## config.mk

```make
export PLATFORM = sky130hd
export DESIGN_NAME = ifu_axi_fetch
export DESIGN_NICKNAME = d
export VERILOG_FILES = /design/src/rtl/fetch_pkg.sv /design/src/rtl/fetch_linebuf.sv /design/src/rtl/ifu_axi_fetch.sv
export SDC_FILE = /design/constraint.sdc
export NUM_CORES = 1
export LEC_CHECK = 0
export ABC_AREA = 0
export BUFFER_PORTS_ARGS = -buffer_cell sky130_fd_sc_hd__buf_2
export CORE_MARGIN = 3
export CORE_UTILIZATION = 45
export CTS_CLUSTER_SIZE = 28
export DETAILED_ROUTE_END_ITERATION = 8
export PLACE_DENSITY = 0.8
export SYNTH_ARGS = -nofsm -noshare
export SYNTH_HDL_FRONTEND = slang
export SYNTH_HIERARCHICAL = 1
export SYNTH_SLANG_ARGS = --single-unit
```

## constraint.sdc

```tcl
create_clock -name clk -period 2.1 [get_ports clk]
set_clock_uncertainty 0.15 [all_clocks]
set_input_delay 0.42 -clock clk [delete_from_list [all_inputs] [get_ports clk]]
set_output_delay 0.42 -clock clk [all_outputs]
set_load 0.005 [all_outputs]
```

## src/rtl/fetch_pkg.sv

```systemverilog
// Shared types and AXI constants for the instruction fetch unit.
// FETCH_LINEBUF_EN selects the 32-byte line buffer over single-beat fetch.
package fetch_pkg;

  typedef enum logic [2:0] {
    IDLE,
    AR,
    R,
    RESP,
    DRAIN
  } state_t;

  localparam logic [1:0] AXI_BURST_INCR = 2'b01;
  localparam logic [2:0] AXI_SIZE_8B    = 3'b011;
  localparam logic [1:0] AXI_RESP_OKAY  = 2'b00;
  localparam int         LINE_BYTES     = 32;

endpackage

```

## src/rtl/fetch_linebuf.sv

```systemverilog
// Beat storage, line tag, valid bit and hit compare for the fetch unit.
// FETCH_LINEBUF_EN: full line; otherwise one registered beat, never hits.
module fetch_linebuf
  import fetch_pkg::*;
#(
  parameter int LINE_BEATS = 4,
  parameter int CW         = 2
) (
  input  logic          clk,
  input  logic          rst,
  input  logic          flush,
  input  logic [31:0]   lookup_pc,
  input  logic [31:0]   rd_pc,
  input  logic          wr_en,
  input  logic [CW-1:0] wr_idx,
  input  logic [63:0]   wr_data,
  input  logic          fill_done,
  input  logic          fill_ok,
  output logic          hit,
  output logic [31:0]   word
);

  logic [63:0] beat;

`ifdef FETCH_LINEBUF_EN
  localparam int OFF = $clog2(LINE_BYTES);

  logic [63:0]     beats [LINE_BEATS];
  logic [31-OFF:0] tag;
  logic            line_valid;
  logic            unused;

  always_ff @(posedge clk) begin
    if (wr_en) beats[wr_idx] <= wr_data;
  end

  // flush wins over a fill completing in the same cycle
  always_ff @(posedge clk) begin
    if (rst) begin
      line_valid <= 1'b0;
      tag        <= '0;
    end else if (flush) begin
      line_valid <= 1'b0;
    end else if (fill_done) begin
      line_valid <= fill_ok;
      tag        <= rd_pc[31:OFF];
    end
  end

  assign hit    = line_valid && (tag == lookup_pc[31:OFF]);
  assign beat   = beats[rd_pc[3 +: CW]];
  assign unused = ^{lookup_pc[OFF-1:0], rd_pc[1:0]};
`else
  logic unused;

  always_ff @(posedge clk) begin
    if (rst)        beat <= '0;
    else if (wr_en) beat <= wr_data;
  end

  assign hit    = 1'b0;
  assign unused = ^{flush, lookup_pc, rd_pc[31:3], rd_pc[1:0],
                    wr_idx, fill_done, fill_ok};
`endif

  assign word = rd_pc[2] ? beat[63:32] : beat[31:0];

endmodule

```

## src/rtl/ifu_axi_fetch.sv

```systemverilog
// Instruction fetch unit: pc request in, 32-bit instruction out, AXI4 reads.
// FETCH_LINEBUF_EN enables line refill and hits; default fetches one beat.
module ifu_axi_fetch
  import fetch_pkg::*;
#(
  parameter int LINE_BEATS = 4
) (
  input  logic        clk,
  input  logic        rst,
  input  logic        pc_valid,
  output logic        pc_ready,
  input  logic [31:0] pc,
  output logic        inst_valid,
  output logic [31:0] inst,
  input  logic        inst_ready,
  input  logic        flush,
  output logic [31:0] araddr,
  output logic        arvalid,
  input  logic        arready,
  output logic [7:0]  arlen,
  output logic [2:0]  arsize,
  output logic [1:0]  arburst,
  input  logic [63:0] rdata,
  input  logic [1:0]  rresp,
  input  logic        rvalid,
  input  logic        rlast,
  output logic        rready
);

  localparam int CW = (LINE_BEATS > 1) ? $clog2(LINE_BEATS) : 1;

  state_t        state;
  state_t        nxt;
  logic [31:0]   pc_q;
  logic [CW-1:0] cnt;
  logic          err_q;
  logic          drop_q;
  logic          hit;
  logic          last_beat;
  logic          fill_ok;
  logic [31:0]   word;

  assign last_beat = (state == R) && rvalid && rlast;
  assign fill_ok   = (cnt == CW'(LINE_BEATS - 1)) && !err_q
                     && (rresp == AXI_RESP_OKAY);

  fetch_linebuf #(
    .LINE_BEATS(LINE_BEATS),
    .CW        (CW)
  ) u_linebuf (
    .clk      (clk),
    .rst      (rst),
    .flush    (flush),
    .lookup_pc(pc),
    .rd_pc    (pc_q),
    .wr_en    ((state == R) && rvalid),
    .wr_idx   (cnt),
    .wr_data  (rdata),
    .fill_done(last_beat),
    .fill_ok  (fill_ok),
    .hit      (hit),
    .word     (word)
  );

  always_ff @(posedge clk) begin
    if (rst) state <= IDLE;
    else     state <= nxt;
  end

  // a burst ending together with flush has nothing left to drain
  always_comb begin
    nxt = state;
    unique case (state)
      IDLE: begin
        if (flush)         nxt = IDLE;
        else if (pc_valid) nxt = hit ? RESP : AR;
      end
      AR: begin
        if (arready) nxt = (flush || drop_q) ? DRAIN : R;
      end
      R: begin
        if (rvalid && rlast) nxt = flush ? IDLE : RESP;
        else if (flush)      nxt = DRAIN;
      end
      RESP: begin
        if (flush || inst_ready) nxt = IDLE;
      end
      DRAIN: begin
        if (rvalid && rlast) nxt = IDLE;
      end
      default: nxt = IDLE;
    endcase
  end

  always_ff @(posedge clk) begin
    if (rst) begin
      pc_q   <= '0;
      cnt    <= '0;
      err_q  <= 1'b0;
      drop_q <= 1'b0;
    end else begin
      if (pc_valid && pc_ready) pc_q <= pc;
      drop_q <= (state == AR) && !arready && (drop_q || flush);
      if (state == AR) begin
        cnt   <= '0;
        err_q <= 1'b0;
      end else if ((state == R) && rvalid) begin
        cnt <= cnt + 1'b1;
        if (rresp != AXI_RESP_OKAY) err_q <= 1'b1;
      end
    end
  end

  always_comb begin
    pc_ready   = 1'b0;
    arvalid    = 1'b0;
    rready     = 1'b0;
    inst_valid = 1'b0;
    if (!rst) begin
      unique case (state)
        IDLE:     pc_ready   = !flush;
        AR:       arvalid    = 1'b1;
        R, DRAIN: rready     = 1'b1;
        RESP:     inst_valid = !flush;
        default:  ;
      endcase
    end
  end

  assign inst    = inst_valid ? word : '0;
  assign arsize  = AXI_SIZE_8B;
  assign arburst = AXI_BURST_INCR;

`ifdef FETCH_LINEBUF_EN
  assign araddr = {pc_q[31:5], 5'b0};
  assign arlen  = 8'(LINE_BEATS - 1);
`else
  assign araddr = {pc_q[31:3], 3'b0};
  assign arlen  = 8'd0;
`endif

endmodule

```

==> results.cfg, run 1 <==
[clock_network]
clkSinkCount = 98
htree_levels = 3
clkTransAtPathRegs_ns = 0.09
clkLatencyLatePin_ns = 0.35
cts_tree = built
numCtsBuffers = 9
clockBufferDepth = 2
cts-root-buf = clkbuf_8

[cells_and_area]
stdcell_count = 783
nets = 751
stdcell_area_um2 = 5860
nFillCells = 862
area_growth_pct = 22.7
register_area_um2 = 1970
n_antenna_cell = 0
multi_input_area_um2 = 2330
drive_gt1_share_pct = 39.4

[critical_path]
critical_path_arrival_ns = 1.53
crit_required_ns = 1.53
worstSetupPathType = reg -> out
start_kind = flip-flop
crit_fanout = 9
cp-end-kind = primary output

[timing]
tightest_slew_ns = 0.543
hold_viol_final = 0
rsz0062_at_grt = true
final.setup.worst_slack_ns = -0.00224
clock.fmax_ghz = 0.476
holdWs_ns = 0.0948
period_share_pct = 100
report.final.slew_viol_count = 0
fin_crit_ns = 2.10
relSlewSlack_pct = 63.8
finalSetupViolations = 3

[yosys]
netlist_area_um2 = 4780
synth_cells = 509
syn_avg_cell_area_um2 = 9.39
yosysWarnings = 6

[grt]
grt_pass1_vias = 3802
grt_start_max_net_pins = 53
grt_pass1_wl_mm = 17.0
overflow = 0
antenna_found_initial = 0
track_usage_pct = 17.8

[die]
core_um2 = 10000
rows = 36
die_x_um = 109
start_util_pct = 47.6
design.die.area_um2 = 11900
io_pins = 187
die_h_um = 109

[placed_design]
placed_cells = 758
port-buffer-count = 166
dp.final_hpwl_mm = 7.52
place_area_um2 = 5430
place_ws_ns = 0.0490
gp_congestion = 0.819

[route]
vias = 3758
drt_iter0_markers = 222
vias_per_cell = 4.80
wl_per_cell_um = 14.4
drt_wl_total_mm = 11.3
antenna_left = 0
drt_pass1_iterations = 4
drc = 0

[status]
status = finished, violations left
violations = setup timing

[job]
drv_cap = 0

[power_and_ir_drop]
peakVddDrop_uv = 394
p_per_area_nw_per_um2 = 642
p_leak_nw = 2.73

[hold_path]
hp-class = in -> reg
## report_power, final
part	total, mW	switching (mW)	internal, mW
combinational	0.560	0.271	0.289
sequential	1.99	0.0474	1.94
clock	1.21	0.628	0.585
## layout by cell type, fill, tap and decap left out, types with 2 or more instances in the layout
| cell | count |
|---|---|
| o21ai_1 | 2 |
| buf_8 | 2 |
| mux2_2 | 15 |
| a21oi_1 | 4 |
| dfxtp_2 | 2 |
| buf_12 | 5 |
| and2_1 | 25 |
| dfxtp_1 | 95 |
| nor3b_1 | 2 |
| clkbuf_8 | 10 |
| o21ai_0 | 3 |
| mux2_4 | 17 |
| mux2i_1 | 65 |
| clkbuf_1 | 2 |
| and2_4 | 8 |
| nand2_1 | 62 |
| nor2_1 | 72 |
| buf_4 | 14 |
| buf_6 | 11 |
| nor3_1 | 2 |
| buf_2 | 158 |
| nor3_2 | 2 |
| conb_1 | 17 |
| clkbuf_16 | 2 |
| nand3b_1 | 30 |
| nand2b_1 | 4 |
## per-stage QoR
| step | setup TNS [ns] | util (%) | total power, mW |
|---|---|---|---|
| 3_5_place_dp | 0 | 54.1 | 2.56 |
| 5_1_grt | -2.62 | 58.4 | 3.95 |
| 6_report | -0.00408 | 58.4 | 3.76 |
| 2_1_floorplan | 0 | - | 2.42 |
| 3_3_place_gp | 0 | 54.1 | 2.54 |
| 4_1_cts | -1.90 | 57.0 | 3.77 |
## final timing paths
path	slack (ns)	cells after the start	from	to
max	-0.002	4	pc_q[2]	inst[12]
min	0.09	3	pc[8]	pc_q[8]
max reg2reg	0.34	6	state[0]	u_linebuf/beat[7]
min reg2reg	0.32	2	pc_q[17]	pc_q[17]
## routing by layer
metal	track usage, %	wire length (um)	vias up
met5	0	0	-
met4	5.41	134	0
met3	6.99	1040	13
met2	30.0	5360	157
met1	20.9	4750	1718
li1	-	-	1870
## repair_timing
action	CTS	global route
pin swaps	7	3
cloned	2	3
hold buffers	0	0
setup buffers	3	1
setup endpoints to repair	32	34
resized for setup	18	19
## critical path, stage by stage, from the launching register on
cell and delay [ns]:
dfxtp_4 0.41, buf_12 0.15, mux2_2 0.34, and2_4 0.16, buf_6 0.11
## state kept, by name, summed over array words and instances (netlist names)
name / count
u_linebuf/beat: 64
pc_q: 30
state: 3
drop_q: 1
## final cells by class
cell class | count | area share (%)
Tap cell | 133 | 2.84
Timing Repair Buffer | 192 | 20.5
Sequential cell | 98 | 33.6
Multi-Input combinational cell | 343 | 39.7
Clock buffer | 12 | 2.47
Clock inverter | 4 | 0.875
Inverter | 1 | 0.0640
(Power assumes the default switching activity.)
==> run 2: changes to the inputs <==
BUFFER_PORTS_ARGS = unset   (was -buffer_cell sky130_fd_sc_hd__buf_2)
CORE_UTILIZATION = 37   (was 45)
DONT_BUFFER_PORTS = 1   (was unset)
PLACE_DENSITY = 0.57   (was 0.8)
==> run 2 against run 1 <==
The run still ends with setup timing left. Combinational power decreased by 32%. Hold slack lost 0.069 ns. Largest cell class unchanged. First-iteration DRC count down 16%.
==> results.cfg, run 2 (synthesis gave the netlist of run 1 again) <==
[hold_path]
hp-class = in -> reg

[power_and_ir_drop]
swShare_pct = 22.3
peakVddDrop_uv = 392
p_per_area_nw_per_um2 = 824
seq_power_share_pct = 48.8
p_leak_nw = 1.94
internal-power_mw = 3.19
comb_power_share_pct = 9.2
switchingPower_mw = 0.913
clkPwrFrac_pct = 42.0

[critical_path]
worstSetupPathType = reg -> out
worst-path-buf-inv = 1
max_stage_delay_ns = 0.32
crit_required_ns = 1.53
crit_family = simple AND/OR/NAND/NOR gates
cp_cell_sequence = nor2_2 -> nand2_2 -> nor3_4 -> buf_6 -> and2_1
cp-end-kind = primary output
critical_path_arrival_ns = 1.54
slowest_stage = dfxtp_1
start_kind = flip-flop
crit_fanout = 18

[die]
io_pins = 187
design.die.area_um2 = 14300
die_x_um = 120
die_h_um = 120
start_util_pct = 38.8
core_um2 = 12300
rows = 40

[route]
wl_per_cell_um = 15.4
drc = 0
vias_per_cell = 4.74
drt_wl_total_mm = 9.86
vias = 3040
antenna_left = 0
drt_pass1_iterations = 4
drt_iter0_markers = 186

[timing]
fin_crit_ns = 2.11
clock.fmax_ghz = 0.474
hold_viol_final = 0
rsz0062_at_grt = true
period_share_pct = 101
report.final.slew_viol_count = 0
final.setup.worst_slack_ns = -0.0116
finalSetupTns_ns = -0.0265
finalSetupViolations = 3
holdWs_ns = 0.0253

[clock_network]
clockBufferDepth = 2
clkSinkCount = 98
numCtsBuffers = 9
clkTransAtPathRegs_ns = 0.06
cts-root-buf = clkbuf_16
clkLatencyLatePin_ns = 0.34
htree_levels = 3
postCtsSetupRepairBufs = 0
cts_tree = built

[grt]
overflow = 0
grt_pass1_wl_mm = 15.9
grt_pass1_vias = 3092
antenna_found_initial = 0
grt_start_max_net_pins = 64
track_usage_pct = 14.0

[cells_and_area]
largest_registers = u_linebuf/beat x64, pc_q x30, state x3
stdcell_area_um2 = 4980
n_antenna_cell = 0
area_growth_pct = 4.14
drive_gt1_share_pct = 14.6
nets = 576
final_common_cell = dfxtp_1
largest_reg_flops = 64
final_cell_mix = dfxtp_1 (96), nor2_1 (72), mux2i_1 (65), nand2_1 (62), and2_1 (32)
regMostFlops = u_linebuf/beat

[placed_design]
gp_congestion = 0.723
dp.final_hpwl_mm = 6.91
place_area_um2 = 4610
place_ws_ns = 0.194
port-buffer-count = 0

[job]
drv_cap = 0

[status]
violations = setup timing
status = finished, violations left
==> run 2: power by group through the flow <==
stage	Combinational [mW]	Sequential, mW	Clock (mW)
after CTS	0.382	2.00	1.78
after global placement	0.342	2.04	0
after global routing	0.424	2.01	1.86
after floorplan	0.406	2.02	0
after detailed placement	0.352	2.04	0
final	0.378	2.00	1.72
==> run 2: worst reg2reg max path, delay by kind of cell, from the launching register on <==
family                 cells  cell delay (ns)
and+or+nand+nor            3             0.54
muxes                      1             0.25
buffers and inverters      2             0.43
DFF                        1             0.34
==> run 2: repair_timing <==
action                                  in CTS  in global routing
hold endpoints to repair                    64                  0
resized for setup                            4                  1
endpoints found under the setup margin      32                 32
pin swaps                                    1                  0
gates cloned                                 0                  0
hold buffers                                 3                  0
==> run 2: metrics by stage <==
step	total power [mW]	instances	util (%)
6_report	4.10	641	40.4
5_1_grt	4.30	641	40.4
4_1_cts	4.16	641	40.4
3_5_place_dp	2.39	624	37.4
3_3_place_gp	2.38	624	37.4
2_1_floorplan	2.42	523	-
==> run 2: routing by layer <==
layer  global-route usage, %  vias up  wire, um  share of wire, %
met5                       0        -         0                 0
met2                    21.6      125      4410                45
met3                    5.18       11       938               9.5
met4                    6.23        0       173               1.8
met1                    17.3     1380      4340                44
li1                        -     1524         -                 -
==> run 2: cell type report <==
| cell class | instances | area (um^2) |
|---|---|---|
| fillers | 1223 | 7330 |
| multi-input cells | 343 | 2280 |
| flip-flops and latches | 98 | 1960 |
| clock buffers | 11 | 243 |
| repair buffers | 17 | 210 |
| well taps | 168 | 210 |
| clock inverters | 3 | 65.1 |
| inverters | 1 | 3.75 |
==> run 2: path summary, 6_finish.rpt <==
check,from,cells past startpoint,to,slack [ns]
max,state[2],5,inst[13],-0.01
min,pc[9],2,pc_q[9],0.03
max reg2reg,state[0],6,u_linebuf/beat[9],0.28
min reg2reg,u_linebuf/beat[38],2,u_linebuf/beat[38],0.34
